<file path="src/rtl/if_fetch_stage_pkg.sv">
// Shared constants and FSM encoding for the RV32I fetch stage.
// Default reset PC, the canonical NOP, and the 2-bit fetch-state enum.
package if_fetch_stage_pkg;

    localparam logic [31:0] RESET_PC_DEF  = 32'h0000_0000;
    localparam logic [31:0] NOP_INSTR_DEF = 32'h0000_0013;

    typedef enum logic [1:0] {
        S_ISSUE = 2'd0,
        S_WAIT  = 2'd1,
        S_HOLD  = 2'd2,
        S_DROP  = 2'd3
    } fetch_state_e;

endpackage

</file>
<file path="src/rtl/if_fetch_stage_if_id.sv">
// IF/ID pipeline register: clear beats hold (en low), hold beats load, else bubble.
// One-cycle latency from load to outputs; no backpressure of its own, en_i freezes contents.
module if_id_reg (
    input  logic        clk,
    input  logic        reset,
    input  logic        en_i,
    input  logic        clr_i,
    input  logic        load_i,
    input  logic        bubble_i,
    input  logic [31:0] nop_i,
    input  logic [31:0] instr_i,
    input  logic [31:0] pc_i,
    output logic [31:0] instr_o,
    output logic [31:0] pc_o,
    output logic [31:0] pc_plus4_o,
    output logic        valid_o
);

    logic [31:0] instr_q, instr_d;
    logic [31:0] pc_q, pc_d;
    logic [31:0] pc4_q, pc4_d;
    logic        valid_q, valid_d;

    always_comb begin
        instr_d = instr_q;
        pc_d    = pc_q;
        pc4_d   = pc4_q;
        valid_d = valid_q;
        if (clr_i) begin
            // PC fields are left alone on a flush; nothing downstream reads them when invalid
            instr_d = nop_i;
            valid_d = 1'b0;
        end else if (en_i) begin
            if (load_i) begin
                instr_d = instr_i;
                pc_d    = pc_i;
                pc4_d   = pc_i + 32'd4;
                valid_d = 1'b1;
            end else if (bubble_i) begin
                instr_d = nop_i;
                valid_d = 1'b0;
            end
        end
    end

    always_ff @(posedge clk) begin
        if (reset) begin
            instr_q <= nop_i;
            pc_q    <= 32'd0;
            pc4_q   <= 32'd0;
            valid_q <= 1'b0;
        end else begin
            instr_q <= instr_d;
            pc_q    <= pc_d;
            pc4_q   <= pc4_d;
            valid_q <= valid_d;
        end
    end

    assign instr_o    = instr_q;
    assign pc_o       = pc_q;
    assign pc_plus4_o = pc4_q;
    assign valid_o    = valid_q;

endmodule

</file>
<file path="src/rtl/if_fetch_stage.sv">
// Fetch stage: owns PCF, single outstanding imem request, fills IF/ID one cycle after the response.
// Stall parks a returned word in a holding buffer and blocks new requests; redirect drops in-flight data.
module if_fetch_stage
    import if_fetch_stage_pkg::*;
#(
    parameter logic [31:0] RESET_PC  = RESET_PC_DEF,
    parameter logic [31:0] NOP_INSTR = NOP_INSTR_DEF
) (
    input  logic        clk,
    input  logic        reset,
    output logic        imem_req_valid,
    input  logic        imem_req_ready,
    output logic [31:0] imem_addr,
    input  logic        imem_rsp_valid,
    input  logic [31:0] imem_rdata,
    input  logic        StallD,
    input  logic        FlushD,
    input  logic        PCSrcE,
    input  logic [31:0] PCTargetE,
    output logic [31:0] InstrD,
    output logic [31:0] PCD,
    output logic [31:0] PCPlus4D,
    output logic        ValidD
);

    fetch_state_e state_q, state_d;
    logic [31:0]  pcf_q, pcf_d;
    logic [31:0]  req_pc_q, req_pc_d;
    logic [31:0]  buf_q, buf_d;
    logic [31:0]  load_instr;
    logic         req_vld;
    logic         accept;
    logic         load;

    assign req_vld        = (state_q == S_ISSUE) && !PCSrcE && !reset;
    assign accept         = req_vld && imem_req_ready;
    assign imem_req_valid = req_vld;
    assign imem_addr      = pcf_q;

    always_comb begin
        state_d    = state_q;
        pcf_d      = pcf_q;
        req_pc_d   = req_pc_q;
        buf_d      = buf_q;
        load       = 1'b0;
        load_instr = imem_rdata;
        if (PCSrcE) begin
            // Redirect wins over accept and load; whatever is in flight or buffered is stale
            pcf_d = PCTargetE & 32'hFFFF_FFFC;
            case (state_q)
                S_WAIT:  state_d = imem_rsp_valid ? S_ISSUE : S_DROP;
                S_HOLD:  state_d = S_ISSUE;
                default: state_d = state_q;
            endcase
        end else begin
            case (state_q)
                S_ISSUE: begin
                    if (accept) begin
                        req_pc_d = pcf_q;
                        pcf_d    = pcf_q + 32'd4;
                        state_d  = S_WAIT;
                    end
                end
                S_WAIT: begin
                    if (imem_rsp_valid) begin
                        if (!StallD) begin
                            load    = 1'b1;
                            state_d = S_ISSUE;
                        end else begin
                            buf_d   = imem_rdata;
                            state_d = S_HOLD;
                        end
                    end
                end
                S_HOLD: begin
                    if (!StallD) begin
                        load       = 1'b1;
                        load_instr = buf_q;
                        state_d    = S_ISSUE;
                    end
                end
                S_DROP: begin
                    if (imem_rsp_valid) state_d = S_ISSUE;
                end
                default: state_d = S_ISSUE;
            endcase
        end
    end

    always_ff @(posedge clk) begin
        if (reset) begin
            state_q  <= S_ISSUE;
            pcf_q    <= RESET_PC;
            req_pc_q <= 32'd0;
            buf_q    <= 32'd0;
        end else begin
            state_q  <= state_d;
            pcf_q    <= pcf_d;
            req_pc_q <= req_pc_d;
            buf_q    <= buf_d;
        end
    end

    if_id_reg u_if_id (
        .clk        (clk),
        .reset      (reset),
        .en_i       (~StallD),
        .clr_i      (FlushD),
        .load_i     (load),
        .bubble_i   (~load),
        .nop_i      (NOP_INSTR),
        .instr_i    (load_instr),
        .pc_i       (req_pc_q),
        .instr_o    (InstrD),
        .pc_o       (PCD),
        .pc_plus4_o (PCPlus4D),
        .valid_o    (ValidD)
    );

endmodule

</file>
<file path="config.mk">
export PLATFORM = sky130hd
export DESIGN_NAME = if_fetch_stage
export DESIGN_NICKNAME = d
export VERILOG_FILES = /design/src/rtl/if_fetch_stage_pkg.sv /design/src/rtl/if_fetch_stage_if_id.sv /design/src/rtl/if_fetch_stage.sv
export SDC_FILE = /design/constraint.sdc
export NUM_CORES = 1
export LEC_CHECK = 0
export BUFFER_PORTS_ARGS = -buffer_cell sky130_fd_sc_hd__buf_2
export CORE_MARGIN = 2
export CORE_UTILIZATION = 30
export DETAILED_ROUTE_END_ITERATION = 12
export HOLD_SLACK_MARGIN = 0.06
export PLACE_DENSITY_LB_ADDON = 0.1
export SLEW_MARGIN = 15
export SYNTH_ARGS = -nofsm -noshare
export SYNTH_HDL_FRONTEND = slang
export SYNTH_SLANG_ARGS = --single-unit
</file>
<file path="constraint.sdc">
create_clock -name clk -period 6.5 [get_ports clk]
set_input_delay 1.3 -clock clk [delete_from_list [all_inputs] [get_ports clk]]
set_output_delay 1.3 -clock clk [all_outputs]
set_load 0.05 [all_outputs]
</file>
# --- After elaboration in Yosys (flattened, before gate mapping) ---
# Cells that the tools add are included.
totals:
  register_bits: 195
  in_bits: 71
  output_inout_bits: 130
  wordCells: 58
classes:
  add_sub_neg: 2
  eq_ne: 8
  muxes: 20
  n_bitwise: 3
  n_reduce_logical: 16
op_table:
  columns: ["operator", "count"]
  rows:
  - ["$mux 32", 6]
  - ["$add 32x3->32 const B", 2]
  - ["$mux 2", 7]
  - ["$ne 3x3->1 const B", 4]
  - ["$pmux 2 s4", 1]
  - ["$reduce_and 3->1", 2]
  - ["$reduce_and 5->1", 1]
  - ["$eq 2x2->1 const B", 2]
  - ["$mux 1", 4]
  - ["$pmux 2 s2", 1]
  - ["$reduce_and 2->1", 2]
  - ["$reduce_and 4->1", 1]
  - ["$reduce_bool 2->1", 2]
  - ["$reduce_or 2->1", 2]
  - ["$logic_and 1x1->1", 3]
  - ["$ne 3x1->1 const B", 1]
  - ["$not 1->1", 3]
  - ["$eq 2x1->1 const B", 1]
  - ["$logic_not 1->1", 2]
  - ["$logic_not 2->1", 1]
  - ["$pmux 1 s2", 1]

# --- Longest topological paths before layout ---
depth:
  depth_word: 7
  depth_mapped: 8
  ltp_nobuf: 6

# --- Cells and area by module ---
# From an unflattened synthesis, not the netlist that was laid out.
unflattened:
  hier_cells: 985
  hier_area_um2: 8842.2
modules_own_cells:
  columns: ["mod", "n_inst", "cells_per_inst", "area_per_inst_um2", "seq_area_each_um2"]
  rows:
  - ["if_fetch_stage", 1, 581, 4742.0, 1881.8]
  - ["if_id_reg", 1, 404, 4100.2, 2222.1]

# --- Least setup slack after synthesis ---
# No wires, ideal clock.
synth_timing:
  path_kind: "input to output"
  startpoint: "input port reset"
  endpoint: "output port imem_req_valid"
  arrival_ns: 2.348
  t_required_ns: 5.200
  slack_ns: 2.852
  cell_stages: 3
  path_buffers: 2
  cell_sequence: "clkbuf_1 -> clkbuf_1 -> nor2_1"
synth_between:
  elab_chain_cells: 2
synth_rtl:
  columns: ["element", "line", "text"]
  rows:
  - ["start: declaration", "if_fetch_stage.sv:10", "input logic reset,"]
  - ["$logic_not 1->1", "if_fetch_stage.sv:35", "assign req_vld = (state_q == S_ISSUE) && !PCSrcE && !reset;"]
  - ["$logic_and 1x1->1", "if_fetch_stage.sv:35", null]
  - ["end: declaration", "if_fetch_stage.sv:11", "output logic imem_req_valid,"]
# Every way passes these cells.

# --- Worst setup path after layout ---
layout_timing:
  startpoint: "input port PCSrcE"
  endpoint: "output port imem_req_valid"
layout_between:
  elab_chain_cells: 3
layout_rtl:
  columns: ["element", "line", "text"]
  rows:
  - ["start: declaration", "if_fetch_stage.sv:18", "input logic PCSrcE,"]
  - ["$logic_not 1->1", "if_fetch_stage.sv:35", null]
  - ["$logic_and 1x1->1 (2 in a row)", "if_fetch_stage.sv:35", null]
# Every way passes these cells.

==> impl_metrics.toml <==
[logic_synthesis]
async_flop_share_pct = 0
synth_edf_count = 0
ys_types = 64
synth_top_area_cell = "dfxtp_1"
yosysSeqAreaShare_pct = 44.9
synthCells = 1008
ys_ff_latch = 187
syn_area_sq_um = 8340
synth_warnings = 0
avgSynthCellArea_sq_um = 8.28
synth_top_area_share_pct = 44.9
synth_area_leaders = "dfxtp_1 (45%), nand2_1 (9.6%), a21oi_1 (4.6%)"
ys.flop_type = "dfxtp_1"

[floorplanning]
die_h_um = 171
start_util_pct = 30.3
ioPinCount = 201
die_x_um = 171
core-area_sq_um = 27600
rows = 61
dieArea_sq_um = 29200

[setup_path]
cp_max_fo = 43
r2r-end = "u_if_id.pc_plus4_o[21]$_SDFFE_PP0P_"
critPathRequiredTime_ns = 5.20
cp-end-kind = "primary output"
path_class = "in -> out"
worst_r2r_path_depth = 7
crit_end = "imem_req_valid"
cp_data_arrival_time_ns = 2.46
r2r_slack_ns = 3.60
worstSetupStartpointType = "input port"
rr_startpoint = "state_q[0]$_SDFFE_PP0P_"
crit_start = "PCSrcE"

[cts]
insertion_delay_ns = 0.43
clock_path_buffers = 2
cts_setup_buffers = 0
cts.sinks = 187
clock-root-buffer = "clkbuf_16"
cts_resized = 0
cts_hold_buf = 0
cts_tree = "yes"
clk_pin_slew_ns = 0.08
htree_num_levels = 4
cts_buffers = 17

[cells_and_area]
fill_cells = 2986
nNetsFinal = 1231
stdcell_count = 1545
area_delta_synth_final_pct = 22.1
fin_util_pct = 37.0
drive_gt1_share_pct = 22.2
n_antenna_cell = 0

[placement]
post-place-ws_ns = 2.47
hpwl_um = 17700
dpl.cell_count = 1513
port_buffers = 192
place.gp.congestion = 0.809

[routing]
first_iter_violations = 401
wl_um = 26000
routed_via_density = 5.00
wl_met2_um = 10900
num_vias = 7724
dr.pass1.iters = 4
ant_nets = 0
drcViolationCount = 0
routedWlPerCell_um = 16.9
wl_met1_um = 13500
route.met3.wl_um = 1310
routed.top_layer = "met5"

[global_route]
grt_antenna_before_repair = 1
grt_pass1_vias = 6928
grt_overflow = 0
grt_pass1_wl_um = 40800
gr-usage-all-layers_pct = 17.8
grt_start_max_net_pins = 71

[timing]
fmax_ghz = 0.266
fin_crit_sh_pct = 57.8
setup_viol = 0
setup-tns-final_ns = 0
hold_viol_final = 0
relSlewSlack_pct = 24.4
fin_crit_ns = 3.76
hold_ws_ns = 0.452
rsz0062_at_grt = "no"
finClkSkew_ns = 0.0168
tightestPinTransition_ns = 1.13
drv_slew = 0
worst_slack_ns = 2.74

[outcome]
status = "completed"

[worst_hold_path]
hp-class = "reg -> reg"

[power]
power_leakage_nw = 3.96
peakVddDrop_mv = 0.130
power_density_nw_per_um2 = 278

[flow_run]
maxCapViolations = 0
-- power breakdown --
part           switching (mW)  internal [mW]  leakage, nW
logic                   0.320          0.173         2.16
registers              0.0596           1.19         1.51
clock network           0.528          0.565        0.291
-- critical path, stage by stage --
cell and delay, ns:
buf_2 0.65, nand2b_1 0.21, nor2_1 0.04, buf_2 0.25
-- metrics by stage --
stage          cell area [sq um]  power (mW)
2_1_floorplan               8360        1.62
3_3_place_gp                9570        1.77
3_5_place_dp                9570        1.77
4_1_cts                    10200        2.88
5_1_grt                    10200        2.97
6_report                   10200        2.83
-- cell families (layout without fill, tap and decap cells) --
family	count (synthesis)	after routing	share of synthesized area (%)
and+or+nand+nor	426	426	24.2
AOI/OAI and AO/OA	240	240	19.3
DFF	187	187	44.9
buffers and inverters	98	252	4.90
muxes	32	32	3.88
xor gates and xnor gates	18	18	1.89
adders and majority gates	6	6	0.900
other	1	6	0.0449
-- final cells by class --
type	instances	area [sq um]	share of cell area, %
multi-input cells	728	4240	41.6
flip-flops and latches	187	3740	36.8
repair buffers	204	1050	10.3
well taps	378	473	4.64
clock buffers	18	439	4.31
clock inverters	14	175	1.72
inverters	16	60.1	0.590
-- cell usage after synthesis, drive strengths merged, types with 13 or more instances --
library cell	count
a21oi	76
dfxtp	187
a311oi	13
or4	17
nand3	23
nand4	25
nor4	13
o21ai	29
a211oi	22
buf	29
o31ai	15
nand2	213
a31oi	15
mux2i	29
clkbuf	53
inv	16
a2bb2oi	31
nor2	73
or3	18
-- sequential cells by signal (all words and copies together) (netlist names) --
name,count
buf_q,32
imem_addr,30
req_pc_q,30
state_q,2
u_if_id.instr_o,32
u_if_id.pc_o,30
u_if_id.pc_plus4_o,30
u_if_id.valid_o,1
-- layer usage --
metal	global-route usage (%)	up-vias
met5	0	-
met4	4.38	2
met3	3.65	17
met2	25.1	182
met1	27.3	3626
li1	-	3897
-- cell usage in the layout (no fill, tap or decap), drive strengths merged, types with 17 or more instances in the layout --
cell and count:
nand4 25, a211oi 22, dfxtp 187, inv 23
nand3 23, nor2 73, clkbuf 18, mux2i 29
or3 18, a21oi 76, o21ai 29, nand2 213
or4 17, a2bb2oi 31, buf 204
-- how the worst min path moves through the flow --
| stage | start | end | slack (ns) | cells past startpoint |
|---|---|---|---|---|
| 6_report | u_if_id.pc_o[21]$_SDFFE_PP0P_ | u_if_id.pc_o[21]$_SDFFE_PP0P_ | 0.45 | 2 |
| 5_1_grt | u_if_id.pc_o[8]$_SDFFE_PP0P_ | u_if_id.pc_o[8]$_SDFFE_PP0P_ | 0.47 | 2 |
| 4_1_cts | u_if_id.pc_o[21]$_SDFFE_PP0P_ | u_if_id.pc_o[21]$_SDFFE_PP0P_ | 0.45 | 2 |
| 3_5_place_dp | u_if_id.pc_o[21]$_SDFFE_PP0P_ | u_if_id.pc_o[21]$_SDFFE_PP0P_ | 0.44 | 2 |
| 3_3_place_gp | buf_q[1]$_SDFFE_PP0P_ | buf_q[1]$_SDFFE_PP0P_ | 0.44 | 2 |
| 2_1_floorplan | buf_q[0]$_SDFFE_PP0P_ | buf_q[0]$_SDFFE_PP0P_ | 0.43 | 2 |
No activity file was read; power rests on OpenSTA's default activity.
